--- src/rtl/ttt_board_ctrl.sv ---
// Tic-tac-toe game-state engine: cursor movement, piece placement, win/draw detection.
// Optional per-turn idle forfeit is compiled in with `define MOVE_TIMEOUT_EN.
module ttt_board_ctrl #(
  parameter int TIMEOUT_CYCLES = 150_000_000,
  parameter int START_CURSOR   = 4
) (
  input  logic        clk,
  input  logic        reset,
  input  logic        btn_up,
  input  logic        btn_down,
  input  logic        btn_left,
  input  logic        btn_right,
  input  logic        btn_center,
  output logic [17:0] grid_data,
  output logic [3:0]  cursor_pos,
  output logic        turn,
  output logic [1:0]  game_state,
  output logic [8:0]  win_mask,
  output logic [1:0]  dbg_state
);

  typedef enum logic [1:0] {
    S_PLAY  = 2'd0,
    S_CHECK = 2'd1,
    S_DONE  = 2'd2
  } state_t;

  localparam logic [1:0] GS_PLAY  = 2'b00;
  localparam logic [1:0] GS_X_WIN = 2'b01;
  localparam logic [1:0] GS_O_WIN = 2'b10;
  localparam logic [1:0] GS_DRAW  = 2'b11;
  localparam logic [3:0] START_POS = 4'(START_CURSOR);

  state_t      state_q, state_d;
  logic [17:0] grid_q, grid_d;
  logic [3:0]  cursor_q, cursor_d;
  logic        turn_q, turn_d;
  logic [1:0]  game_state_q, game_state_d;
  logic [8:0]  win_mask_q, win_mask_d;

  logic [1:0]  mover_code;
  logic [8:0]  mine;
  logic [8:0]  occupied;
  logic        cursor_empty;
  logic        line_found;
  logic [8:0]  found_mask;

  // Column of a cell, used to stop left/right from crossing row boundaries.
  function automatic logic [1:0] col_of(input logic [3:0] c);
    case (c)
      4'd0, 4'd3, 4'd6: col_of = 2'd0;
      4'd1, 4'd4, 4'd7: col_of = 2'd1;
      default:          col_of = 2'd2;
    endcase
  endfunction

  // Lines in priority order: rows 0-2, columns 0-2, main diagonal, anti-diagonal.
  function automatic logic [8:0] line_mask(input int k);
    case (k)
      0:       line_mask = 9'b000_000_111;
      1:       line_mask = 9'b000_111_000;
      2:       line_mask = 9'b111_000_000;
      3:       line_mask = 9'b001_001_001;
      4:       line_mask = 9'b010_010_010;
      5:       line_mask = 9'b100_100_100;
      6:       line_mask = 9'b100_010_001;
      default: line_mask = 9'b001_010_100;
    endcase
  endfunction

  always_comb begin
    mover_code   = turn_q ? 2'b10 : 2'b01;
    mine         = '0;
    occupied     = '0;
    cursor_empty = 1'b0;
    for (int i = 0; i < 9; i++) begin
      mine[i]     = (grid_q[2*i +: 2] == mover_code);
      occupied[i] = |grid_q[2*i +: 2];
      if (cursor_q == 4'(i)) cursor_empty = ~(|grid_q[2*i +: 2]);
    end
  end

  always_comb begin
    line_found = 1'b0;
    found_mask = '0;
    for (int k = 0; k < 8; k++) begin
      if (!line_found && ((mine & line_mask(k)) == line_mask(k))) begin
        line_found = 1'b1;
        found_mask = line_mask(k);
      end
    end
  end

`ifdef MOVE_TIMEOUT_EN
  logic [31:0] idle_q, idle_d;
  logic        action_accepted;

  // A center on an occupied cell is dropped, so it does not restart the idle count.
  assign action_accepted = btn_center ? cursor_empty
                                      : (btn_up | btn_down | btn_left | btn_right);
`else
  logic [31:0] unused_timeout;
  assign unused_timeout = 32'(TIMEOUT_CYCLES);
`endif

  always_comb begin
    state_d      = state_q;
    grid_d       = grid_q;
    cursor_d     = cursor_q;
    turn_d       = turn_q;
    game_state_d = game_state_q;
    win_mask_d   = win_mask_q;
`ifdef MOVE_TIMEOUT_EN
    idle_d       = '0;
`endif

    case (state_q)
      S_PLAY: begin
        if (btn_center) begin
          if (cursor_empty) begin
            for (int i = 0; i < 9; i++) begin
              if (cursor_q == 4'(i)) grid_d[2*i +: 2] = mover_code;
            end
            state_d = S_CHECK;
          end
        end else if (btn_up) begin
          if (cursor_q >= 4'd3) cursor_d = cursor_q - 4'd3;
        end else if (btn_down) begin
          if (cursor_q <= 4'd5) cursor_d = cursor_q + 4'd3;
        end else if (btn_left) begin
          if (col_of(cursor_q) != 2'd0) cursor_d = cursor_q - 4'd1;
        end else if (btn_right) begin
          if (col_of(cursor_q) != 2'd2) cursor_d = cursor_q + 4'd1;
        end
`ifdef MOVE_TIMEOUT_EN
        if (action_accepted) begin
          idle_d = '0;
        end else if (idle_q == 32'(TIMEOUT_CYCLES - 1)) begin
          turn_d = ~turn_q;
          idle_d = '0;
        end else begin
          idle_d = idle_q + 32'd1;
        end
`endif
      end

      S_CHECK: begin
        if (line_found) begin
          game_state_d = turn_q ? GS_O_WIN : GS_X_WIN;
          win_mask_d   = found_mask;
          state_d      = S_DONE;
        end else if (&occupied) begin
          game_state_d = GS_DRAW;
          win_mask_d   = '0;
          state_d      = S_DONE;
        end else begin
          turn_d  = ~turn_q;
          state_d = S_PLAY;
        end
      end

      S_DONE: begin
        if (btn_center) begin
          grid_d       = '0;
          win_mask_d   = '0;
          turn_d       = 1'b0;
          cursor_d     = START_POS;
          game_state_d = GS_PLAY;
          state_d      = S_PLAY;
        end
      end

      default: state_d = S_PLAY;
    endcase
  end

  always_ff @(posedge clk) begin
    if (reset) begin
      state_q      <= S_PLAY;
      grid_q       <= '0;
      cursor_q     <= START_POS;
      turn_q       <= 1'b0;
      game_state_q <= GS_PLAY;
      win_mask_q   <= '0;
`ifdef MOVE_TIMEOUT_EN
      idle_q       <= '0;
`endif
    end else begin
      state_q      <= state_d;
      grid_q       <= grid_d;
      cursor_q     <= cursor_d;
      turn_q       <= turn_d;
      game_state_q <= game_state_d;
      win_mask_q   <= win_mask_d;
`ifdef MOVE_TIMEOUT_EN
      idle_q       <= idle_d;
`endif
    end
  end

  assign grid_data  = grid_q;
  assign cursor_pos = cursor_q;
  assign turn       = turn_q;
  assign game_state = game_state_q;
  assign win_mask   = win_mask_q;
  assign dbg_state  = state_q;

endmodule
--- config.mk ---
export PLATFORM = sky130hd
export DESIGN_NAME = ttt_board_ctrl
export DESIGN_NICKNAME = d
export VERILOG_FILES = /design/src/rtl/ttt_board_ctrl.sv
export SDC_FILE = /design/constraint.sdc
export NUM_CORES = 1
export LEC_CHECK = 0
export ABC_AREA = 0
export CAP_MARGIN = 40
export CORE_MARGIN = 2
export CORE_UTILIZATION = 50
export DETAILED_ROUTE_END_ITERATION = 10
export PLACE_DENSITY_LB_ADDON = 0.05
export SYNTH_ARGS = -nofsm -noshare
export SYNTH_HDL_FRONTEND = slang
export SYNTH_SLANG_ARGS = --single-unit
--- constraint.sdc ---
create_clock -name clk -period 3.8 [get_ports clk]
set_clock_uncertainty 0.1 [all_clocks]
set_input_delay 0.95 -clock clk [delete_from_list [all_inputs] [get_ports clk]]
set_output_delay 0.95 -clock clk [all_outputs]
set_load 0.05 [all_outputs]
==> flow_metrics.tcl <==
set metrics [dict create \
    post_route_cells_drive_above_1_share 0.0526 \
    fin_crit_sh 0.850 \
    maxSlewViolCount 0 \
    slew_headroom 0.574 \
    path_cells "ha_1 > or4b_1 > a21o_1 > a221oi_2 > o21ai_1 > or4b_1 > o32ai_1" \
    worst_slack_ns 0.569 \
    critical_path_class "reg2reg" \
    finalWirelength_mm 7.41 \
    hold_viol_final 0 \
    rsz0062_at_grt "false" \
    setup-tns-final_ns 0 \
    timing.rr.start "cursor_pos[1]" \
    outcome "finished clean" \
    vias_per_cell 6.30 \
    timing.fmax_mhz 310 \
    ys_types 56 \
    antenna_found_initial 0 \
    r2r-end "grid_data[3]" \
    reg2regPathDepth 7 \
    p_per_area_nw_per_um2 413 \
    die_w_microns 75.1 \
    tritoncts "done" \
    startpoint_type "register" \
    cts_root_buf "clkbuf_8" \
    antenna_left 0 \
    synth-warning-count 0 \
    post-route-min-period_ns 3.23 \
    ys_seq_area_frac 0.285 \
    crit_arrival_ns 3.33 \
    hold_path_class "reg2reg" \
    post-cts-setup-buffers 0 \
    syn-instance-count 329 \
    crit_required_ns 3.89 \
    numPortBuffers 42 \
    die_h_microns 75.1 \
    grt_max_degree 33 \
    cts_resized 0 \
    num_vias 2697 \
    dp_slack_ns 0.635 \
    path_common_cell "or4b_1" \
    synth_edf_count 0 \
    syn_avg_cell_area_sq_um 7.68 \
    synthArstFlopShare 0 \
    min-delay-start "win_mask[6]" \
    drt_iter0_drc 227 \
    r2r_slack_ns 0.57 \
    drc 0 \
    setup_viol 0 \
    gp_congestion 0.948 \
    h-tree-depth 2 \
    n_antenna_cell 0 \
    synth_nets 341 \
    cts.sink_count 36 \
    clk_pin_slew_ns 0.07 \
    num_rows 25 \
    start_util 0.528 \
    worst_pin_slew_ns 0.634 \
    max-vdd-ir-drop_v 0.000300 \
    clockBufferDepth 2 \
    grt_first_pass_wirelength_mm 11.8 \
    wl_per_cell_microns 17.3 \
    ios 43 \
    overflow 0 \
    dieArea_sq_um 5640 \
    slowest_delay_ns 0.76 \
    hold_depth 2 \
    cp_max_fo 12 \
    hpwlAfterDp_mm 5.11 \
    fp.coreArea_sq_um 4790 \
    hold-path-endpoint "win_mask[6]" \
    grt_pass1_vias 2371 \
    p_leak_nw 1.04 \
    yosys_most_used_dff "dfxtp_1" \
    crit_slowest_cell "or4b_1" \
    numCtsBuffers 5 \
    gr-usage-all-layers 0.270 \
    clk_latency_ns 0.29 \
    drt_pre_antenna_iters 5 \
    cap_violations 0 \
    synth_area_sq_um 2530 \
    area_growth_pct 22.4 \
    end_kind "register" \
    ys_seq_elements 36 \
    finalNetCount 372 \
    cts_hold_buf 0 \
]
cells in the final DEF (no fill, tap or decap), drive strengths merged, types with 6 or more instances in the layout:
| master | instances |
|---|---|
| clkdlybuf4s50 | 42 |
| dfxtp | 36 |
| nand2 | 30 |
| o21ai | 28 |
| a21oi | 21 |
| nor2 | 17 |
| inv | 15 |
| o311ai | 13 |
| nand2b | 12 |
| nor3 | 12 |
| mux2i | 11 |
| o22ai | 10 |
| nor2b | 9 |
| buf | 8 |
| o32ai | 7 |
| nor3b | 6 |
| nand3 | 6 |
| clkbuf | 6 |
cells by family after synthesis:
| group | synth area share |
|---|---|
| buf+inv | 0.0644 |
| mux | 0.0480 |
| xor+xnor | 0.00347 |
| simple gates | 0.250 |
| compound gates | 0.324 |
| flops | 0.285 |
| fa+ha+maj | 0.0248 |
cell type report:
class / count / area, sq um
Tap cell: 67 / 83.8
Sequential cell: 36 / 721
Clock buffer: 6 / 72.6
Clock inverter: 2 / 35.0
Inverter: 15 / 56.3
Multi-Input combinational cell: 252 / 1640
Timing Repair Buffer: 50 / 480
Fill cell: 447 / 1690
Yosys cell counts, types with 4 or more instances:
master	instances	area share
ha_1	5	0.025
mux2i_1	11	0.044
o21ai_1	15	0.030
o31a_1	4	0.014
nor4_1	5	0.012
nor3_1	12	0.024
inv_1	15	0.022
dfxtp_1	36	0.29
o311ai_1	12	0.042
buf_2	6	0.012
a211o_1	4	0.014
nand2_1	30	0.045
o22ai_1	10	0.025
o21ai_0	13	0.026
a21oi_1	21	0.042
nand2b_1	12	0.030
nor3b_1	6	0.018
o32ai_1	7	0.024
nand3_1	6	0.012
nor2b_1	9	0.022
nor2_1	17	0.025
clkbuf_1	19	0.028
per-stage QoR:
step	power, mW	hold slack, ns	util	cell area (sq um)	cells
after global routing	1.34	0.385	0.646	3090	428
after global placement	0.932	0.343	0.624	2990	420
after floorplan	0.802	0.577	-	2530	329
after CTS	1.27	0.363	0.646	3090	428
final	1.28	0.357	0.646	3090	428
after detailed placement	0.934	0.353	0.624	2990	420
worst max path at each step:
stage | start | end | slack [ns] | depth (start not counted)
6_report | cursor_pos[1] | grid_data[3] | 0.57 | 7
5_1_grt | cursor_pos[1] | grid_data[3] | 0.34 | 7
4_1_cts | cursor_pos[1] | grid_data[3] | 0.60 | 7
3_5_place_dp | cursor_pos[1] | grid_data[3] | 0.63 | 7
3_3_place_gp | btn_up | cursor_pos[3] | 0.72 | 7
2_1_floorplan | cursor_pos[1] | grid_data[3] | 0.94 | 8
flip-flops by register name, summed over array words and instances (netlist names):
name,flops
turn,1
cursor_pos,4
grid_data,18
game_state,2
win_mask,9
dbg_state,2
per-layer routing:
layer  up-vias  GRT usage  routed length (microns)
met3        14     0.0455                      506
met5         -          0                        0
met1      1267      0.395                     3530
met2       119      0.405                     3250
met4         0     0.0794                      131
li1       1297          -                        -
power breakdown:
group	total, mW	switching, mW	leakage (nW)	internal (mW)
Sequential	0.452	0.0523	0.291	0.400
Clock	0.339	0.144	0.0552	0.195
Combinational	0.486	0.314	0.697	0.172
worst max-delay path, delay by kind of cell (launching register included):
kind	cells	cell delay [ns]
compound gates	4	0.86
simple gates	2	1.24
flops	1	0.47
fa+ha+maj	1	0.47
No activity file was read; power rests on OpenSTA's default activity.
